## src/rtl/uart_pkg.sv

```systemverilog
// Shared UART constants and width helper for the tx/rx buffer paths.
package uart_pkg;

    localparam int unsigned UART_DATA_W     = 8;
    localparam int unsigned UART_FIFO_DEPTH = 64;

    // Bits needed to index v distinct values (v >= 1).
    function automatic int unsigned clog2(input int unsigned v);
        int unsigned r;
        r = 0;
        for (int unsigned x = v - 1; x > 0; x = x >> 1)
            r = r + 1;
        return r;
    endfunction

endpackage

```

## src/rtl/uart_fifo_ram.sv

```systemverilog
// FIFO storage: one synchronous write port, one asynchronous read port, no reset.
module uart_fifo_ram
    import uart_pkg::*;
#(
    parameter int unsigned WIDTH = UART_DATA_W,
    parameter int unsigned DEPTH = UART_FIFO_DEPTH,
    parameter int unsigned AW    = clog2(DEPTH)
) (
    input  logic             clk,
    input  logic             we,
    input  logic [AW-1:0]    waddr,
    input  logic [WIDTH-1:0] wdata,
    input  logic [AW-1:0]    raddr,
    output logic [WIDTH-1:0] rdata
);

    logic [WIDTH-1:0] mem [DEPTH];

    always_ff @(posedge clk) begin
        if (we)
            mem[waddr] <= wdata;
    end

    assign rdata = mem[raddr];

endmodule

```

## src/rtl/uart_fifo_sync.sv

```systemverilog
// Parametrised single-clock FIFO between the UART shifters and the host register interface.
module uart_fifo_sync
    import uart_pkg::*;
#(
    parameter int unsigned WIDTH    = UART_DATA_W,
    parameter int unsigned DEPTH    = UART_FIFO_DEPTH,
    parameter int unsigned FWFT     = 0,
    parameter int unsigned AF_LEVEL = 56,
    parameter int unsigned AE_LEVEL = 8,
    parameter int unsigned CW       = clog2(DEPTH + 1)
) (
    input  logic             clk,
    input  logic             rst,
    input  logic             flush,
    input  logic             wr_en,
    input  logic [WIDTH-1:0] wr_data,
    input  logic             rd_en,
    output logic [WIDTH-1:0] rd_data,
    output logic             rd_valid,
    output logic             full,
    output logic             empty,
    output logic             almost_full,
    output logic             almost_empty,
    output logic [CW-1:0]    count,
    output logic             overflow,
    output logic             underflow,
    input  logic             clr_err
);

    localparam int unsigned PW = clog2(DEPTH);

    logic [PW-1:0]    wr_ptr, rd_ptr;
    logic [WIDTH-1:0] ram_rdata;
    logic             rd_acc, wr_acc, rd_go, wr_go;

    assign empty        = (count == '0);
    assign full         = (count == CW'(DEPTH));
    assign almost_full  = (count >= CW'(AF_LEVEL));
    assign almost_empty = (count <= CW'(AE_LEVEL));

    assign rd_acc = rd_en & ~empty;
    assign wr_acc = wr_en & (~full | rd_acc);
    // flush swallows both requests: no transfer, no error
    assign rd_go  = rd_acc & ~flush;
    assign wr_go  = wr_acc & ~flush;

    always_ff @(posedge clk or posedge rst) begin
        if (rst) begin
            wr_ptr <= '0;
            rd_ptr <= '0;
            count  <= '0;
        end else if (flush) begin
            wr_ptr <= '0;
            rd_ptr <= '0;
            count  <= '0;
        end else begin
            if (wr_go)
                wr_ptr <= (wr_ptr == PW'(DEPTH - 1)) ? '0 : wr_ptr + 1'b1;
            if (rd_go)
                rd_ptr <= (rd_ptr == PW'(DEPTH - 1)) ? '0 : rd_ptr + 1'b1;
            count <= count + CW'(wr_go) - CW'(rd_go);
        end
    end

    always_ff @(posedge clk or posedge rst) begin
        if (rst) begin
            overflow  <= 1'b0;
            underflow <= 1'b0;
        end else begin
            overflow  <= (overflow  & ~clr_err) | (wr_en & ~wr_acc & ~flush);
            underflow <= (underflow & ~clr_err) | (rd_en & ~rd_acc & ~flush);
        end
    end

    uart_fifo_ram #(
        .WIDTH (WIDTH),
        .DEPTH (DEPTH),
        .AW    (PW)
    ) u_ram (
        .clk   (clk),
        .we    (wr_go),
        .waddr (wr_ptr),
        .wdata (wr_data),
        .raddr (rd_ptr),
        .rdata (ram_rdata)
    );

    generate
        if (FWFT != 0) begin : g_fwft
            // masked while empty so uninitialised storage never reaches the port
            assign rd_data  = empty ? '0 : ram_rdata;
            assign rd_valid = ~empty;
        end else begin : g_reg
            logic [WIDTH-1:0] rd_data_q;
            logic             rd_valid_q;

            always_ff @(posedge clk or posedge rst) begin
                if (rst) begin
                    rd_data_q  <= '0;
                    rd_valid_q <= 1'b0;
                end else begin
                    rd_valid_q <= rd_go;
                    if (rd_go)
                        rd_data_q <= ram_rdata;
                end
            end

            assign rd_data  = rd_data_q;
            assign rd_valid = rd_valid_q;
        end
    endgenerate

endmodule

```

## config.mk

```make
export PLATFORM = sky130hd
export DESIGN_NAME = uart_fifo_sync
export DESIGN_NICKNAME = d
export VERILOG_FILES = /design/src/rtl/uart_pkg.sv /design/src/rtl/uart_fifo_ram.sv /design/src/rtl/uart_fifo_sync.sv
export SDC_FILE = /design/constraint.sdc
export NUM_CORES = 1
export LEC_CHECK = 0
export CAP_MARGIN = 20
export CORE_MARGIN = 8
export CORE_UTILIZATION = 39
export CTS_CLUSTER_SIZE = 12
export DETAILED_ROUTE_END_ITERATION = 10
export HOLD_SLACK_MARGIN = 0.02
export PLACE_DENSITY = 0.59
export SETUP_SLACK_MARGIN = 0.5
export SYNTH_ARGS = -nofsm -noshare
export SYNTH_HDL_FRONTEND = slang
export SYNTH_SLANG_ARGS = --single-unit
```

## constraint.sdc

```tcl
create_clock -name clk -period 4.1 [get_ports clk]
set_input_delay 0.41 -clock clk [delete_from_list [all_inputs] [get_ports clk]]
set_output_delay 0.41 -clock clk [all_outputs]
set_load 0.02 [all_outputs]
```

Word level (Yosys, flattened, before mapping):

Memory sizes are Yosys's and may differ from the RTL's. A register that Yosys moved wholly into a read port is not among the register bits.
Index checks and enable logic that the tools add are counted.

* bits in registers: 22
* memory bits (writable): 512
* output and inout bits: 22
* memories kept: 1

Memories
* u_ram.mem: depth 64, width 8, rd ports 1, clocked after Yosys merged registers in 1, wr ports 1, RTL line uart_fifo_ram.sv:17 `logic [WIDTH-1:0] mem [DEPTH];`

* $add $sub $neg: 4
* magnitude comparators: 2
* equal/unequal tests: 3
* multiplexer cells: 9
* bitwise logic cells: 19
* reduce and logical (&&, ||, !) cells: 3

Operators by type and width (count)
* $mux 6: 6
* $add 6x1->6 const B: 2
* $eq 6x6->1 const B: 2
* $and 1x1->1: 10
* $add 7x1->7: 1
* $eq 7x7->1 const B: 1
* $ge 7x6->1 const B: 1
* $le 7x4->1 const B: 1
* $logic_not 7->1: 1
* $mux 7: 1
* $sub 7x1->7: 1
* $not 1->1: 6
* $reduce_bool 2->1: 2
* $or 1x1->1: 3
* $mux 1: 2

Longest topological paths before layout:

Gate-level depths: netlist of run 1.

* depth in word-level cells: 9
* mapped depth: 17

By module:

A second synthesis of run 1 with hierarchy kept.

* cell total of the unflattened synthesis: 1122
* area total of the unflattened synthesis: 21783.4 µm²

Modules (own cells, without submodules)
* uart_fifo_ram: instances 1, cells an instance 932, area an instance 20006.7 µm²
* uart_fifo_sync: instances 1, cells an instance 190, area an instance 1776.7 µm²

Worst setup path before layout of run 1:

Ideal clock, no wire load.

* path type: register -> register
* start: register count[4]
* end: register count[6]
* library setup time: 126 ps
* arrival time: 3295 ps
* required time: 3974 ps
* slack: 679 ps
* stages on the path, launching flop included: 18
* period minus slack after synthesis: 3421 ps
* path through: dfrtp_1 -> inv_1 -> ha_1 -> nand4bb_1 -> o211ai_1 -> clkbuf_1 -> inv_1 -> ha_1 -> inv_1 -> ha_1 -> inv_1 -> fa_1 -> nand2b_1 -> a21oi_1 -> o21ai_0 -> a21oi_1 -> or3_1 -> a21oi_1

RTL lines
* from (decl): RTL line uart_fifo_sync.sv:24 `output logic [CW-1:0] count,`
* from (signal assigned): RTL line uart_fifo_sync.sv:61 `count <= count + CW'(wr_go) - CW'(rd_go);`
* $logic_not 7->1: RTL line uart_fifo_sync.sv:36 `assign empty = (count == '0);`
* $not 1->1: RTL line uart_fifo_sync.sv:41 `assign rd_acc = rd_en & ~empty;`
* $and 1x1->1: RTL line uart_fifo_sync.sv:41
* $and 1x1->1: RTL line uart_fifo_sync.sv:44 `assign rd_go = rd_acc & ~flush;`
* named net rd_go: RTL line uart_fifo_sync.sv:34 `logic rd_acc, wr_acc, rd_go, wr_go;`
* $sub 7x1->7: RTL line uart_fifo_sync.sv:61
* $mux 7: RTL line uart_fifo_sync.sv:52 `end else if (flush) begin`

The timed path passes the listed nets, and every way through them passes these cells.
A chain may end at the register's enable or synchronous reset.

Worst setup path in the final report of run 1:

* start: register count[3]
* end: register count[6]

The elaborated chain is that of the path after synthesis.

==> run metrics, run 1 <==
total congestion overflow 0; Fillers 4864; crit path kind register to register; Max Fclk 0.306 GHz; worst skew pair latency 0.60 ns; Final Cycle Share 79.7%; Final Max Tran Viols 0; # DRC 0; vias in the first global route 11.7k; Final Hold Viols 0; P_sw 3110 uW; number of buffers on the longest clock path 3; Die X 253 um; WL met3 2610 um; first-pass GRT wire length 76600 um; first-pass detailed-route iteration total 6; CP arrival 3.73 ns; Seq/Total Area, Yosys 73.4%; crit start category register; final hold slack 0.175 ns; metal2 WL 24300 um; P_int 9630 uW; main flop type after synthesis edfxtp_1; Root Driver clkbuf_16; Die Ht 253 um; outcome complete, no violations; Reg power frac 49.2%; fraction of registers with async set/reset 5.54%; cell row count 87; ANT nets after route 0; Reg2Reg Setup Slack 0.83 ns; RSZ-0062 raised after global routing false; maxcap violations 0; leading post-synthesis cells by cell area edfxtp_1 (70%), mux2i_1 (8.6%), mux4_2 (3.5%), dfrtp_1 (3.4%), a22oi_1 (2.8%); TritonCTS buffer count 56; slew margin rel. 28.6%; Clock Sinks 542; Seq cells post-synth 542; I/O Buffers 35; Iteration-0 DRC Markers 1094; Post-CTS Hold Buffers 0; clock power share 37.9%; share of the synthesized area in the top cell type 70.0%; Ports 36; Net Sw Frac 24.4%; Synthesized Nets 1280; share of cells above drive strength 1 13.3%; setup violators final 0; fin nets 1351; Clock Pin Slew Worst Setup and Hold Paths 0.06 ns; antenna cells 0; Max Used Layer met4; Gate Count Post-Synth 1248; Logic pwr share 12.8%; Vias 11.5k; Yosys cell types 54; crit path time final 3.27 ns; dpl cells 2014; Post-synth EDFFs 512; P&R area growth vs syn 13.8%; Peak VDD IR 0.342 mV; Core Area 0.0561 mm2; worst-path fanout max 5; Setup TNS Final 0 ns; Least-Margin Pin Slew 1.07 ns; drt total wl 51200 um; Power Density 510 mW/mm2; largest area contributor in the synthesized netlist edfxtp_1; # H-tree levels 2; R2R cell count 16; largest net degree at the start of global routing 65; Via-to-Cell Ratio 5.42; mapped cell area 0.0220 mm2; Leak 0.00763 uW; worst path required time 4.56 ns; Total GRT Usage 15.8%; antenna violations before repair 0; commonest cells in the netlist edfxtp_1 (512), mux2i_1 (188), nor2_1 (87); Metal-1 WL 22800 um; Crit. End Element register; DP Wirelength 32000 um; YS warnings 0; Starting Density 39.2%; WHS Path Cells 1; GPL Wtd Cong 0.863; Final Instance Count excl. Fillers 2120; full die area 0.0641 mm2; Hold WC Path Type primary input to register; CTS tree done; Post-Route Skew 0.0285 ns; syn avg cell area 17.6 um2; count leader, synth edfxtp_1; post-detailed-route wirelength per cell 24.2 um
-- area by class of cell --
cell class	instances	area (um2)	area share, %
inverter	19	71.3	0.286
tap	756	946	3.79
clock buffer	84	1570	6.28
clock inverter	19	173	0.691
timing repair buffer	85	777	3.11
multi-input combinational	615	5310	21.3
sequential	542	16100	64.6
-- per-stage QoR --
step / setup slack, ns / total power [uW] / area (um2) / utilization (%)
after floorplan: 0.679 / 7330 / 22000 / -
after global placement: 0.518 / 7980 / 23200 / 41.4
after detailed placement: 0.462 / 8000 / 23200 / 41.4
after CTS: 0.576 / 12800 / 24900 / 44.5
after global routing: 0.533 / 13200 / 25000 / 44.6
final: 0.831 / 12700 / 25000 / 44.6
-- worst paths after layout --
kind                                     start                          to
min                                 wr_data[5]  u_ram.mem[27][5]$_DFFE_PP_
min in group asynchronous                  rst          count[3]$_DFF_PP0_
max                         count[3]$_DFF_PP0_          count[6]$_DFF_PP0_
max in group asynchronous                  rst       rd_ptr[2]$_DFFE_PP0P_
max reg2reg                 count[3]$_DFF_PP0_          count[6]$_DFF_PP0_
min reg2reg                underflow$_DFF_PP0_         underflow$_DFF_PP0_
-- flip-flops by register name, summed over array words and instances, names as in the netlist --
| signal | flops |
|---|---|
| underflow | 1 |
| count | 7 |
| overflow | 1 |
| rd_valid | 1 |
| rd_data | 8 |
| u_ram.mem | 512 |
| wr_ptr | 6 |
| rd_ptr | 6 |
-- placed cells by master, fill, tap and decap left out, types with 4 or more instances in the layout --
cell type	instances
edfxtp_1	512
mux2i_1	188
nor2_1	87
a22oi_1	83
clkbuf_16	58
buf_4	42
mux4_2	34
nand3_1	33
a21oi_1	29
dfrtp_1	28
clkdlybuf4s50_1	27
clkbuf_1	24
nand2_1	19
inv_1	17
ha_1	17
o21ai_0	12
and3_1	10
clkinv_1	10
a221oi_1	8
mux4_1	8
buf_2	8
a221o_1	7
buf_12	7
nor4bb_1	6
nand3b_1	6
or2_2	6
nand2b_1	5
nor3_1	5
nand4_1	5
or3_1	5
clkinv_2	5
and2_1	4
xor2_1	4
-- cell families (layout without fill, tap and decap cells) --
kind of cell / after synthesis / in the layout / synth area share (%)
AO/OA/AOI/OAI: 155 / 155 / 5.01
XOR/XNOR: 7 / 7 / 0.279
adder cells (fa/ha/maj): 18 / 18 / 1.06
buffers and inverters: 91 / 207 / 2.51
flip-flops: 542 / 542 / 73.4
multiplexers: 231 / 231 / 13.1
AND/OR/NAND/NOR: 204 / 204 / 4.63
-- per-layer routing --
metal,global-route usage [%],up-vias
met5,0,-
met4,4.93,0
met3,2.63,91
met2,25.6,362
met1,21.8,5918
li1,-,5119
-- timing repair --
| item | CTS | global route |
|---|---|---|
| gates resized for setup | 0 | 3 |
| endpoints found under the setup margin | 0 | 1 |
| buffers inserted | 0 | 1 |
-- power groups by stage --
stage	sequential (uW)	combinational [uW]	clock, uW
2_1_floorplan	6400	931	0
3_3_place_gp	6380	1610	0
3_5_place_dp	6380	1620	0
4_1_cts	6260	1630	4940
5_1_grt	6270	1760	5150
6_report	6270	1630	4830
-- worst max-delay path, cell delays in order, from the launching register on --
cell and delay (ns):
dfrtp_1 0.43, inv_1 0.14, ha_1 0.19, nand4bb_1 0.17
o211ai_1 0.27, inv_1 0.11, ha_1 0.30, inv_1 0.06
ha_1 0.16, inv_1 0.06, fa_1 0.42, nand2b_1 0.16
a21oi_1 0.20, o21ai_0 0.11, a21oi_1 0.17, or3_1 0.13
a21oi_1 0.06
Note: power is estimated with default switching activity, not from simulation.
==> run 2, diff against run 1 <==
==> constraint.sdc (replaced) <==
create_clock -name clk -period 3.1 [get_ports clk]
set_input_delay 0.31 -clock clk [delete_from_list [all_inputs] [get_ports clk]]
set_output_delay 0.31 -clock clk [all_outputs]
set_load 0.02 [all_outputs]
==> run 2 against run 1 <==
  * Setup slack got worse by 0.58 ns
  * Critical endpoint is now count[4]$_DFF_PP0_
  * First-iteration DRC count decreased by 19%
  * Final area increased by 3.0%
  * Critical path type unchanged
  * Die area unchanged
  * Register-to-register slack got worse by 0.58 ns
  * Sequential power increased by 33%
==> run metrics, run 2 (synthesis gave the netlist of run 1 again) <==
P&R area growth vs syn 17.2%; Final Core Density 45.9%; crit path time final 2.85 ns; Largest register FFs 512; # DRC 0; Post-CTS Hold Buffers 0; Clock Sinks 542; Clock Pin Slew Worst Setup and Hold Paths 0.06 ns; drt total wl 52000 um; post-detailed-route wirelength per cell 23.6 um; maxcap violations 0; antenna cells 0; Post-Route Skew 0.0176 ns; # H-tree levels 2; Via-to-Cell Ratio 5.36; first-pass GRT wire length 77600 um; crit start category register; worst path required time 3.62 ns; full die area 0.0641 mm2; Starting Density 39.2%; CP arrival 3.37 ns; RSZ-0062 raised after global routing true; vias in the first global route 12.0k; Power Density 659 mW/mm2; TritonCTS buffer count 56; clock power share 36.4%; antenna violations before repair 0; Die Ht 253 um; Iteration-0 DRC Markers 890; largest net degree at the start of global routing 65; Reg2Reg Setup Slack 0.25 ns; Die X 253 um; share of cells above drive strength 1 20.1%; crit path kind register to register; DP Wirelength 32900 um; Crit. End Element register; Least-Margin Pin Slew 0.882 ns; Vias 11.8k; Net Sw Frac 24.7%; Setup TNS Final 0 ns; Peak VDD IR 0.395 mV; Logic pwr share 14.5%; setup violators final 0; Max Fclk 0.351 GHz; P_int 12800 uW; Final Hold Viols 0; Biggest register u_ram.mem; GPL Wtd Cong 0.835; number of buffers on the longest clock path 3; Total GRT Usage 16.1%; ANT nets after route 0; Hold WC Path Type primary input to async pin; Root Driver clkbuf_16; Reg power frac 49.1%; slew margin rel. 41.2%; I/O Buffers 35; Core Area 0.0561 mm2; Final Max Tran Viols 0; Final Cycle Share 91.8%; worst-path fanout max 3; first-pass detailed-route iteration total 6; fin nets 1431; P_sw 4200 uW; outcome complete, no violations; cell row count 87; most common cell after layout, fill and taps aside edfxtp_1; Leak 0.00806 uW; Ports 36; total congestion overflow 0; worst skew pair latency 0.61 ns; commonest non-fill, non-tap cells in the layout edfxtp_1 (512), mux2i_1 (188), buf_4 (119); CTS tree done
==> run 2: cell count changes in the layout (fill, tap and decap cells not counted), sizes merged, moves of 2 or more <==
cell | previous run | this run
clkbuf | 84 | 82
bufinv | 3 | 1
clkdlybuf4s50 | 27 | 25
buf | 58 | 137
clkinv | 16 | 21
==> run 2: power groups by stage <==
stage	registers (uW)	clock network (uW)	logic, uW
after floorplan	8480	0	1300
after global placement	8490	0	2160
after detailed placement	8500	0	2190
after CTS	8350	6340	2340
after global routing	8340	6620	2640
final	8330	6180	2460
==> run 2: timing repair <==
action / 4_1_cts / 5_1_grt
gates resized for setup: 10 / 16
endpoints found under the setup margin: 11 / 362
setup buffers: 11 / 12
pin swaps: 11 / 14
==> run 2: critical path, cell delays in order (launching register included) <==
cell	delay, ns
dfrtp_2	0.41
inv_2	0.08
ha_4	0.16
nand4bb_4	0.12
o211ai_1	0.34
inv_4	0.08
ha_4	0.27
inv_2	0.04
ha_4	0.15
inv_2	0.05
fa_2	0.20
nand2b_4	0.12
a21oi_2	0.06
buf_4	0.12
buf_4	0.12
or3_1	0.32
a21oi_2	0.12
==> run 2: metrics by stage <==
step	std cells	setup WS, ns	hold slack [ns]	cell area (um2)	total power [uW]
after detailed placement	2073	0.117	0.488	23700	10700
after floorplan	1248	0.0389	0.401	22000	9780
after global placement	2073	0.149	0.490	23700	10700
after global routing	2200	0.103	0.112	25700	17600
after CTS	2187	0.219	0.0875	25500	17000
final	2200	0.254	0.119	25700	17000
==> run 2: metal layers <==
layer / vias to the layer above / track usage (%) / share of wire (%)
li1: 5268 / - / -
met1: 6108 / 21.9 / 44
met2: 323 / 25.8 / 48
met3: 95 / 2.84 / 5.7
met4: 0 / 5.64 / 2.9
met5: - / 0 / 0
==> run 2: worst paths after layout <==
check                                    from                    endpoint  cells after the start
max                        count[4]$_DFF_PP0_          count[4]$_DFF_PP0_                     16
min                                       rst       rd_ptr[1]$_DFFE_PP0P_                      3
max reg2reg                count[4]$_DFF_PP0_          count[4]$_DFF_PP0_                     16
min reg2reg                overflow$_DFF_PP0_          overflow$_DFF_PP0_                      1
max in group asynchronous                 rst       rd_ptr[0]$_DFFE_PP0P_                      3
min in group clk                   wr_data[2]  u_ram.mem[37][2]$_DFFE_PP_                      1
==> run 2: cell type report <==
| cell class | count | area [um2] |
|---|---|---|
| clock buffers | 81 | 1550 |
| fillers | 4812 | 30300 |
| clock inverters | 22 | 131 |
| multi-input cells | 615 | 5460 |
| repair buffers | 165 | 1430 |
| well taps | 756 | 946 |
| flip-flops and latches | 542 | 16100 |
| inverters | 19 | 78.8 |
